<file path="src/rtl/mux_arb_pipe_if.sv">
// ============================================================================
// mux_arb_pipe_if : handshake/bus bundle for mux_arb_pipe (burst: MUX_ARB_BURST_EN)
// Rev 1.0
// ============================================================================
`default_nettype none

interface mux_arb_pipe_if #(
    parameter int WIDTH = 32,
    parameter int N     = 4,
    parameter int SEL_W = $clog2(N)
);
    logic                 mode;
    logic [SEL_W-1:0]     sel;
    logic [N*WIDTH-1:0]   in_data;
    logic [N-1:0]         in_valid;
    logic [N-1:0]         in_ready;
    logic [WIDTH-1:0]     out_data;
    logic                 out_valid;
    logic                 out_ready;
    logic [SEL_W-1:0]     out_src;
`ifdef MUX_ARB_BURST_EN
    logic [N-1:0]         in_last;
    logic                 out_last;

    modport master (
        output mode, sel, in_data, in_valid, in_last, out_ready,
        input  in_ready, out_data, out_valid, out_src, out_last
    );
    modport slave (
        input  mode, sel, in_data, in_valid, in_last, out_ready,
        output in_ready, out_data, out_valid, out_src, out_last
    );
`else
    modport master (
        output mode, sel, in_data, in_valid, out_ready,
        input  in_ready, out_data, out_valid, out_src
    );
    modport slave (
        input  mode, sel, in_data, in_valid, out_ready,
        output in_ready, out_data, out_valid, out_src
    );
`endif
endinterface

`default_nettype wire

</file>
<file path="src/rtl/mux_arb_pipe.sv">
// ============================================================================
// mux_arb_pipe : N-channel fixed/round-robin selector, one registered output
// stage. Optional burst locking when MUX_ARB_BURST_EN is defined. Rev 1.0
// ============================================================================
`default_nettype none

module mux_arb_pipe #(
    parameter int WIDTH = 32,
    parameter int N     = 4
) (
    input  wire logic      clk,
    input  wire logic      reset,
    mux_arb_pipe_if.slave  bus
);
    localparam int SEL_W = $clog2(N);

    logic [WIDTH-1:0] out_data_q,  out_data_d;
    logic [SEL_W-1:0] out_src_q,   out_src_d;
    logic             out_valid_q, out_valid_d;
    logic [SEL_W-1:0] rr_ptr_q,    rr_ptr_d;
`ifdef MUX_ARB_BURST_EN
    logic             out_last_q,  out_last_d;
    logic             lock_q,      lock_d;
    logic [SEL_W-1:0] lock_idx_q,  lock_idx_d;
`endif

    logic             load_en;
    logic             grant_any;
    logic [SEL_W-1:0] grant_idx;
    logic [N-1:0]     ready_vec;
    logic             xfer;
    int               rr_idx;

    assign load_en = !out_valid_q || bus.out_ready;

    always_comb begin
        grant_any = 1'b0;
        grant_idx = '0;
        rr_idx    = 0;
`ifdef MUX_ARB_BURST_EN
        // A locked burst owns the grant regardless of its current valid.
        if (lock_q) begin
            grant_any = 1'b1;
            grant_idx = lock_idx_q;
        end else
`endif
        if (!bus.mode) begin
            if (int'(bus.sel) < N && bus.in_valid[bus.sel]) begin
                grant_any = 1'b1;
                grant_idx = bus.sel;
            end
        end else begin
            for (int k = 1; k <= N; k++) begin
                rr_idx = (int'(rr_ptr_q) + k) % N;
                if (!grant_any && bus.in_valid[rr_idx[SEL_W-1:0]]) begin
                    grant_any = 1'b1;
                    grant_idx = rr_idx[SEL_W-1:0];
                end
            end
        end
    end

    always_comb begin
        ready_vec            = '0;
        ready_vec[grant_idx] = grant_any & load_en;
    end

    assign xfer         = grant_any && load_en && bus.in_valid[grant_idx];
    assign bus.in_ready = ready_vec;

    always_comb begin
        out_data_d  = out_data_q;
        out_src_d   = out_src_q;
        out_valid_d = out_valid_q;
        rr_ptr_d    = rr_ptr_q;
`ifdef MUX_ARB_BURST_EN
        out_last_d  = out_last_q;
        lock_d      = lock_q;
        lock_idx_d  = lock_idx_q;
`endif
        if (xfer) begin
            out_data_d  = bus.in_data[grant_idx*WIDTH +: WIDTH];
            out_src_d   = grant_idx;
            out_valid_d = 1'b1;
            rr_ptr_d    = grant_idx;
`ifdef MUX_ARB_BURST_EN
            out_last_d  = bus.in_last[grant_idx];
            lock_d      = !bus.in_last[grant_idx];
            lock_idx_d  = grant_idx;
`endif
        end else if (bus.out_ready) begin
            out_valid_d = 1'b0;
        end
    end

    always_ff @(posedge clk or posedge reset) begin
        if (reset) begin
            out_data_q  <= '0;
            out_src_q   <= '0;
            out_valid_q <= 1'b0;
            rr_ptr_q    <= SEL_W'(N - 1);
`ifdef MUX_ARB_BURST_EN
            out_last_q  <= 1'b0;
            lock_q      <= 1'b0;
            lock_idx_q  <= '0;
`endif
        end else begin
            out_data_q  <= out_data_d;
            out_src_q   <= out_src_d;
            out_valid_q <= out_valid_d;
            rr_ptr_q    <= rr_ptr_d;
`ifdef MUX_ARB_BURST_EN
            out_last_q  <= out_last_d;
            lock_q      <= lock_d;
            lock_idx_q  <= lock_idx_d;
`endif
        end
    end

    assign bus.out_data  = out_data_q;
    assign bus.out_src   = out_src_q;
    assign bus.out_valid = out_valid_q;
`ifdef MUX_ARB_BURST_EN
    assign bus.out_last  = out_last_q;
`endif

endmodule

`default_nettype wire

</file>
<file path="src/flat_wrapper.sv">
// flat-port wrapper written by rule: the top's interface ports become plain ports
module mux_arb_pipe_flat 
#(
    parameter int WIDTH = 32,
    parameter int N     = 4
)
  (clk, reset, bus_mode, bus_sel, bus_in_data, bus_in_valid, bus_out_ready, bus_in_ready, bus_out_data, bus_out_valid, bus_out_src);
  mux_arb_pipe_if #(.WIDTH(WIDTH), .N(N)) bus_i ();
  input  wire logic clk;
  input  wire logic reset;
  input wire logic [$bits(bus_i.mode)-1:0] bus_mode;
  input wire logic [$bits(bus_i.sel)-1:0] bus_sel;
  input wire logic [$bits(bus_i.in_data)-1:0] bus_in_data;
  input wire logic [$bits(bus_i.in_valid)-1:0] bus_in_valid;
  input wire logic [$bits(bus_i.out_ready)-1:0] bus_out_ready;
  output wire logic [$bits(bus_i.in_ready)-1:0] bus_in_ready;
  output wire logic [$bits(bus_i.out_data)-1:0] bus_out_data;
  output wire logic [$bits(bus_i.out_valid)-1:0] bus_out_valid;
  output wire logic [$bits(bus_i.out_src)-1:0] bus_out_src;
  assign bus_i.mode = bus_mode;
  assign bus_i.sel = bus_sel;
  assign bus_i.in_data = bus_in_data;
  assign bus_i.in_valid = bus_in_valid;
  assign bus_i.out_ready = bus_out_ready;
  assign bus_in_ready = bus_i.in_ready;
  assign bus_out_data = bus_i.out_data;
  assign bus_out_valid = bus_i.out_valid;
  assign bus_out_src = bus_i.out_src;
  mux_arb_pipe #(.WIDTH(WIDTH), .N(N)) u_core (.clk(clk), .reset(reset), .bus(bus_i));
endmodule
</file>
<file path="config.mk">
export PLATFORM = sky130hd
export DESIGN_NAME = mux_arb_pipe_flat
export DESIGN_NICKNAME = d
export VERILOG_FILES = /design/src/rtl/mux_arb_pipe_if.sv /design/src/rtl/mux_arb_pipe.sv /design/src/flat_wrapper.sv
export SDC_FILE = /design/constraint.sdc
export NUM_CORES = 1
export LEC_CHECK = 0
export BUFFER_PORTS_ARGS = -buffer_cell sky130_fd_sc_hd__buf_2
export CORE_UTILIZATION = 30
export CTS_BUF_LIST = sky130_fd_sc_hd__clkbuf_16
export DETAILED_ROUTE_END_ITERATION = 7
export MAX_ROUTING_LAYER = met4
export PLACE_DENSITY = 0.65
export SYNTH_ARGS = -nofsm -noshare
export SYNTH_HDL_FRONTEND = slang
export SYNTH_SLANG_ARGS = --single-unit
</file>
<file path="constraint.sdc">
create_clock -name clk -period 3 [get_ports clk]
set_clock_uncertainty 0.15 [all_clocks]
set_input_delay 0.45 -clock clk [delete_from_list [all_inputs] [get_ports clk]]
set_output_delay 0.45 -clock clk [all_outputs]
set_load 0.01 [all_outputs]
</file>
* After elaboration in Yosys (flattened, before gate mapping)
Index checks and enable logic that the tools add are counted.
Operators by class: shifts and indexed selects 1, bitwise operators 2, multiplexer cells 31, add/subtract/negate cells 4, $lt $le $gt $ge 7, reductions and logical operators 12
Operators with widths (number):
- $shiftx 128x8->32 | 1
- $lt 2x3->1 const B | 6
- $mux 1 | 18
- $bmux 1 s2 | 6
- $mux 2 | 6
- $logic_and 1x1->1 | 6
- $add 2x1->2 const B | 2
- $add 2x2->2 const B | 2
- $and 4x4->4 | 1
- $logic_not 1->1 | 4
- $demux 1 s2 | 1
- $ge 2x1->1 const B | 1
- $reduce_bool 2->1 | 1
- $and 1x1->1 | 1
- $logic_or 1x1->1 | 1
Storage, ports and cells: word-level logic and storage cells 61, output and inout port bits 39, input bits 138, register bits after elaboration 37

* Logic depth before layout (Yosys ltp)
depth after elaboration 22, depth in mapped cells 8, mapped depth without buffers 6

* Worst setup path before layout
Ideal clock, no wire load.
kind register to output, start point register u_core.rr_ptr_q[1], end point output bus_in_ready[0], cell stages (with the launch flop) 7, arrival time 1836 ps, slack 564 ps, path through dfstp_2 > nor2b_1 > o22a_1 > o311ai_2 > nand2_1 > buf_4 > nor2_1
Between the ends: longest elaborated chain between the ends 22, elaborated cells on any way between the ends 38
RTL lines:
- start: declaration | line mux_arb_pipe.sv:20 | logic [SEL_W-1:0] rr_ptr_q, rr_ptr_d;
- start signal: assignment | line mux_arb_pipe.sv:101 | rr_ptr_q <= SEL_W'(N - 1);
- start signal: assignment | line mux_arb_pipe.sv:111 | rr_ptr_q <= rr_ptr_d;
- $add 2x1->2 | line mux_arb_pipe.sv:54 | rr_idx = (int'(rr_ptr_q) + k) % N;
- $bmux 1 s2 | line mux_arb_pipe.sv:55 | if (!grant_any && bus.in_valid[rr_idx[SEL_W-1:0]]) begin
- $mux 1 (not written as such) | line mux_arb_pipe.sv:55
- $mux 1 | line mux_arb_pipe.sv:55
- $mux 1 | line mux_arb_pipe.sv:47 | if (!bus.mode) begin
- $logic_not 1->1 | line mux_arb_pipe.sv:55
- $logic_and 1x1->1 | line mux_arb_pipe.sv:55
- $mux 1 | line mux_arb_pipe.sv:55
- (+6 left out)
- $logic_and 1x1->1 | line mux_arb_pipe.sv:55
- $mux 2 | line mux_arb_pipe.sv:55
- $mux 2 | line mux_arb_pipe.sv:47
- $lt 2x3->1 (not written as such) or $ge 2x1->1 (tied branches) | line mux_arb_pipe.sv:65 | ready_vec[grant_idx] = grant_any & load_en;
- $logic_and 1x1->1 (not written as such) | line mux_arb_pipe.sv:65
- $mux 1 (not written as such) | line mux_arb_pipe.sv:65
- $demux 1 s2
- $and 4x4->4 (no source line) (*)
- end: declaration | line flat_wrapper.sv:16 | output wire logic [$bits(bus_i.in_ready)-1:0] bus_in_ready;
Mark *: on every way between the ends. The rest lies on a longest branch, timed or not. The select of a mux whose other input is x is not followed.

* Final worst setup path
Same ends and word-level chain as after synthesis.

==> flow_summary.json <==
{
  "fin_util_pct": 44.32,
  "ir_drop_uv": 234.1,
  "grt-ovfl-total": 0,
  "dp_hpwl_um": 6523,
  "start_util_pct": 30.74,
  "wirelength_um": 8483,
  "grt_pass1_vias": 2611,
  "grt_pass1_wl_um": 12870,
  "hold_path.class": "in2async",
  "layout_common_cells": "176 x buf_2, 38 x nor2_1, 35 x dfrtp_1, 33 x mux2i_1, 33 x a21boi_0",
  "antenna_cells": 0,
  "finalSetupViolations": 0,
  "stdcell_count": 556,
  "cts_tree": "done",
  "hold_ws_ns": 0.04162,
  "reg2reg_from": "u_core.rr_ptr_q[1]$_DFFE_PP1P_",
  "power.leakage_nw": 1.720,
  "num-nets-final": 585,
  "drt_iter0_markers": 65,
  "post-cts-setup-buffer-count": 0,
  "yosys_register_bits": 37,
  "antenna_found_initial": 0,
  "maxCapViolations": 0,
  "layout.cells.most_common": "buf_2",
  "synth_cells": 276,
  "yosys.area_share.simple_pct": 10.79,
  "critPathLaunch": "u_core.rr_ptr_q[1]$_DFFE_PP1P_",
  "dieArea_um2": 9273,
  "num_rows": 34,
  "syn_area_um2": 2668,
  "port_buffers": 176,
  "antenna_left": 0,
  "grt_max_degree": 39,
  "grt_setup_unrepaired": "false",
  "vias": 2887,
  "cts_sinks": 37,
  "relSlewSlack_pct": 52.64,
  "dp_cells": 548,
  "yosysUniqueCellTypes": 34,
  "drt_pass1_iterations": 4,
  "core-area_um2": 8678,
  "max_stage_delay_ns": 0.60,
  "synth_xor_area_share_pct": 0,
  "worst_setup_path_start_kind": "flip-flop",
  "die_h_um": 96.30,
  "ys_seq_area_share_pct": 34.80,
  "cp_max_fo": 8,
  "drv_slew": 0,
  "syn_nets": 414,
  "crit_path_end_kind": "output port",
  "cp.arrival_ns": 2.19,
  "insertion_delay_ns": 0.28,
  "synthMuxAreaShare_pct": 12.80,
  "cts_inserted_buffers": 5,
  "place.gp.congestion": 0.7330,
  "setup_tns_ns": 0,
  "syn_area_per_cell_um2": 9.665,
  "clkTransAtPathRegs_ns": 0.06,
  "synth_compound_area_share_pct": 36.12,
  "drive_above_1_share_pct": 48.88,
  "drcViolationCount": 0,
  "cp.required_ns": 2.40,
  "multi_input_area_um2": 1635,
  "fillers": 878,
  "seqCellArea_um2": 928.4,
  "cts_root_buffer": "clkbuf_16",
  "wire_per_inst_um": 15.26,
  "path_buf_inv": 1,
  "area_delta_synth_final_pct": 44.18,
  "final.period_utilization_pct": 92.91,
  "yosys_warnings": 0,
  "path_delay_family": "simple AND/OR/NAND/NOR gates",
  "hold_viol": 0,
  "status": "finished clean",
  "tightest_slew_ns": 0.7061,
  "crit_type": "reg2out",
  "critPathSlowestCell": "dfstp_2",
  "max_freq_mhz": 358.8,
  "io_pins": 177,
  "power_density_nw_per_um2": 595.8,
  "track_usage_pct": 18.45,
  "synth_fa_ha_area_share_pct": 0,
  "htree_levels": 2,
  "die_width_um": 96.30,
  "fin_crit_ns": 2.787,
  "clockBufferDepth": 2,
  "via_per_inst": 5.192,
  "crit_chain": "nand2b_1 -> a21oi_1 -> o31ai_2 -> nand3_1 -> nor2_1 -> buf_2",
  "synth_top_family_by_area": "compound AO/OA/AOI/OAI gates"
}
[layer usage]
| metal | share of wire (%) | GRT usage (%) | up-vias |
|---|---|---|---|
| met5 | 0 | - | - |
| met3 | 5.1 | 2.291 | 7 |
| met2 | 49 | 31.03 | 100 |
| met1 | 44 | 23.49 | 1366 |
| met4 | 1.2 | 4.657 | 0 |
| li1 | - | - | 1414 |
[logic make-up (layout without fill, tap and decap cells)]
| group | count (synthesis) | count (layout) |
|---|---|---|
| buffers and inverters | 28 | 200 |
| AND/OR/NAND/NOR | 63 | 63 |
| AO/OA/AOI/OAI | 114 | 114 |
| multiplexers | 34 | 34 |
| flip-flops | 37 | 37 |
[where the power goes]
group          switching, W  internal, W
registers          0.000105     0.000676
clock network      0.000199     0.000300
logic              0.000558     0.000453
[path summary, 6_finish.rpt]
kind                                                  endpoint  slack [ns]  cells after the start
hold / removal             u_core.bus.out_data[25]$_DFFE_PP0P_        0.04                      2
setup reg to reg           u_core.bus.out_data[21]$_DFFE_PP0P_        0.39                      7
max in group asynchronous   u_core.bus.out_data[6]$_DFFE_PP0P_        1.98                      3
min in group clk             u_core.bus.out_src[0]$_DFFE_PP0P_        0.34                      1
setup / recovery                               bus_in_ready[0]        0.21                      6
hold reg to reg              u_core.bus.out_src[0]$_DFFE_PP0P_        0.34                      1
[Yosys cell counts]
cell type   n  area [µm²]
o31ai_1     1       7.510
nand3_1     2       10.01
or2_2       2       12.51
nand2_1     6       22.52
inv_1       1       3.750
o22a_1      1       8.760
a311oi_1    1       8.760
clkbuf_1   20       75.07
o21a_1      3       22.52
nor3_1      2       10.01
a2111oi_1   6       60.06
dfstp_2     2       52.55
o311ai_2    1       16.27
o22ai_1     1       6.260
nand2b_1    4       25.02
and3b_1     1       8.760
buf_6       4       45.04
a2111oi_0  16       140.1
nor2_1     38       142.6
buf_4       3       22.52
a21boi_0   33       247.7
a211oi_1   32       240.2
a2111oi_2  10       150.1
and2_1      3       18.77
mux2i_1    33       330.3
a21oi_2     1       8.760
a21oi_1     5       25.02
dfrtp_1    35       875.8
mux2_2      1       11.26
o41a_1      1       11.26
nor3b_1     3       22.52
nor2b_1     1       6.260
or3b_1      1       8.760
o21ai_1     2       10.01
[flip-flops by register name (all words and copies together) (netlist names)]
register,count
u_core.bus.out_src,2
u_core.rr_ptr_q,2
u_core.bus.out_data,32
u_core.bus.out_valid,1
[through the flow]
| step | setup slack (ns) | power, W | cell area (µm²) |
|---|---|---|---|
| floorplan | 0.5640 | 0.001383 | 2668 |
| global placement | 0.2730 | 0.001785 | 3702 |
| detailed placement | 0.2936 | 0.001806 | 3702 |
| CTS | 0.02975 | 0.002317 | 3840 |
| global route | 0.1214 | 0.002459 | 3846 |
| finish | 0.2126 | 0.002292 | 3846 |
[repair_timing]
action | 4_1_cts | 5_1_grt
hold buffers | 0 | 0
setup endpoints to repair | 0 | 3
resized for setup | 0 | 2
hold endpoints to repair | 0 | 0
[area by class of cell]
| class | instances | share of cell area (%) |
|---|---|---|
| repair buffers | 191 | 26.15 |
| well taps | 108 | 3.513 |
| clock buffers | 5 | 3.253 |
| inverters | 1 | 0.09759 |
| flip-flops and latches | 37 | 24.14 |
| clock inverters | 3 | 0.3253 |
| multi-input cells | 211 | 42.52 |
No activity file was read; power rests on OpenSTA's default activity.
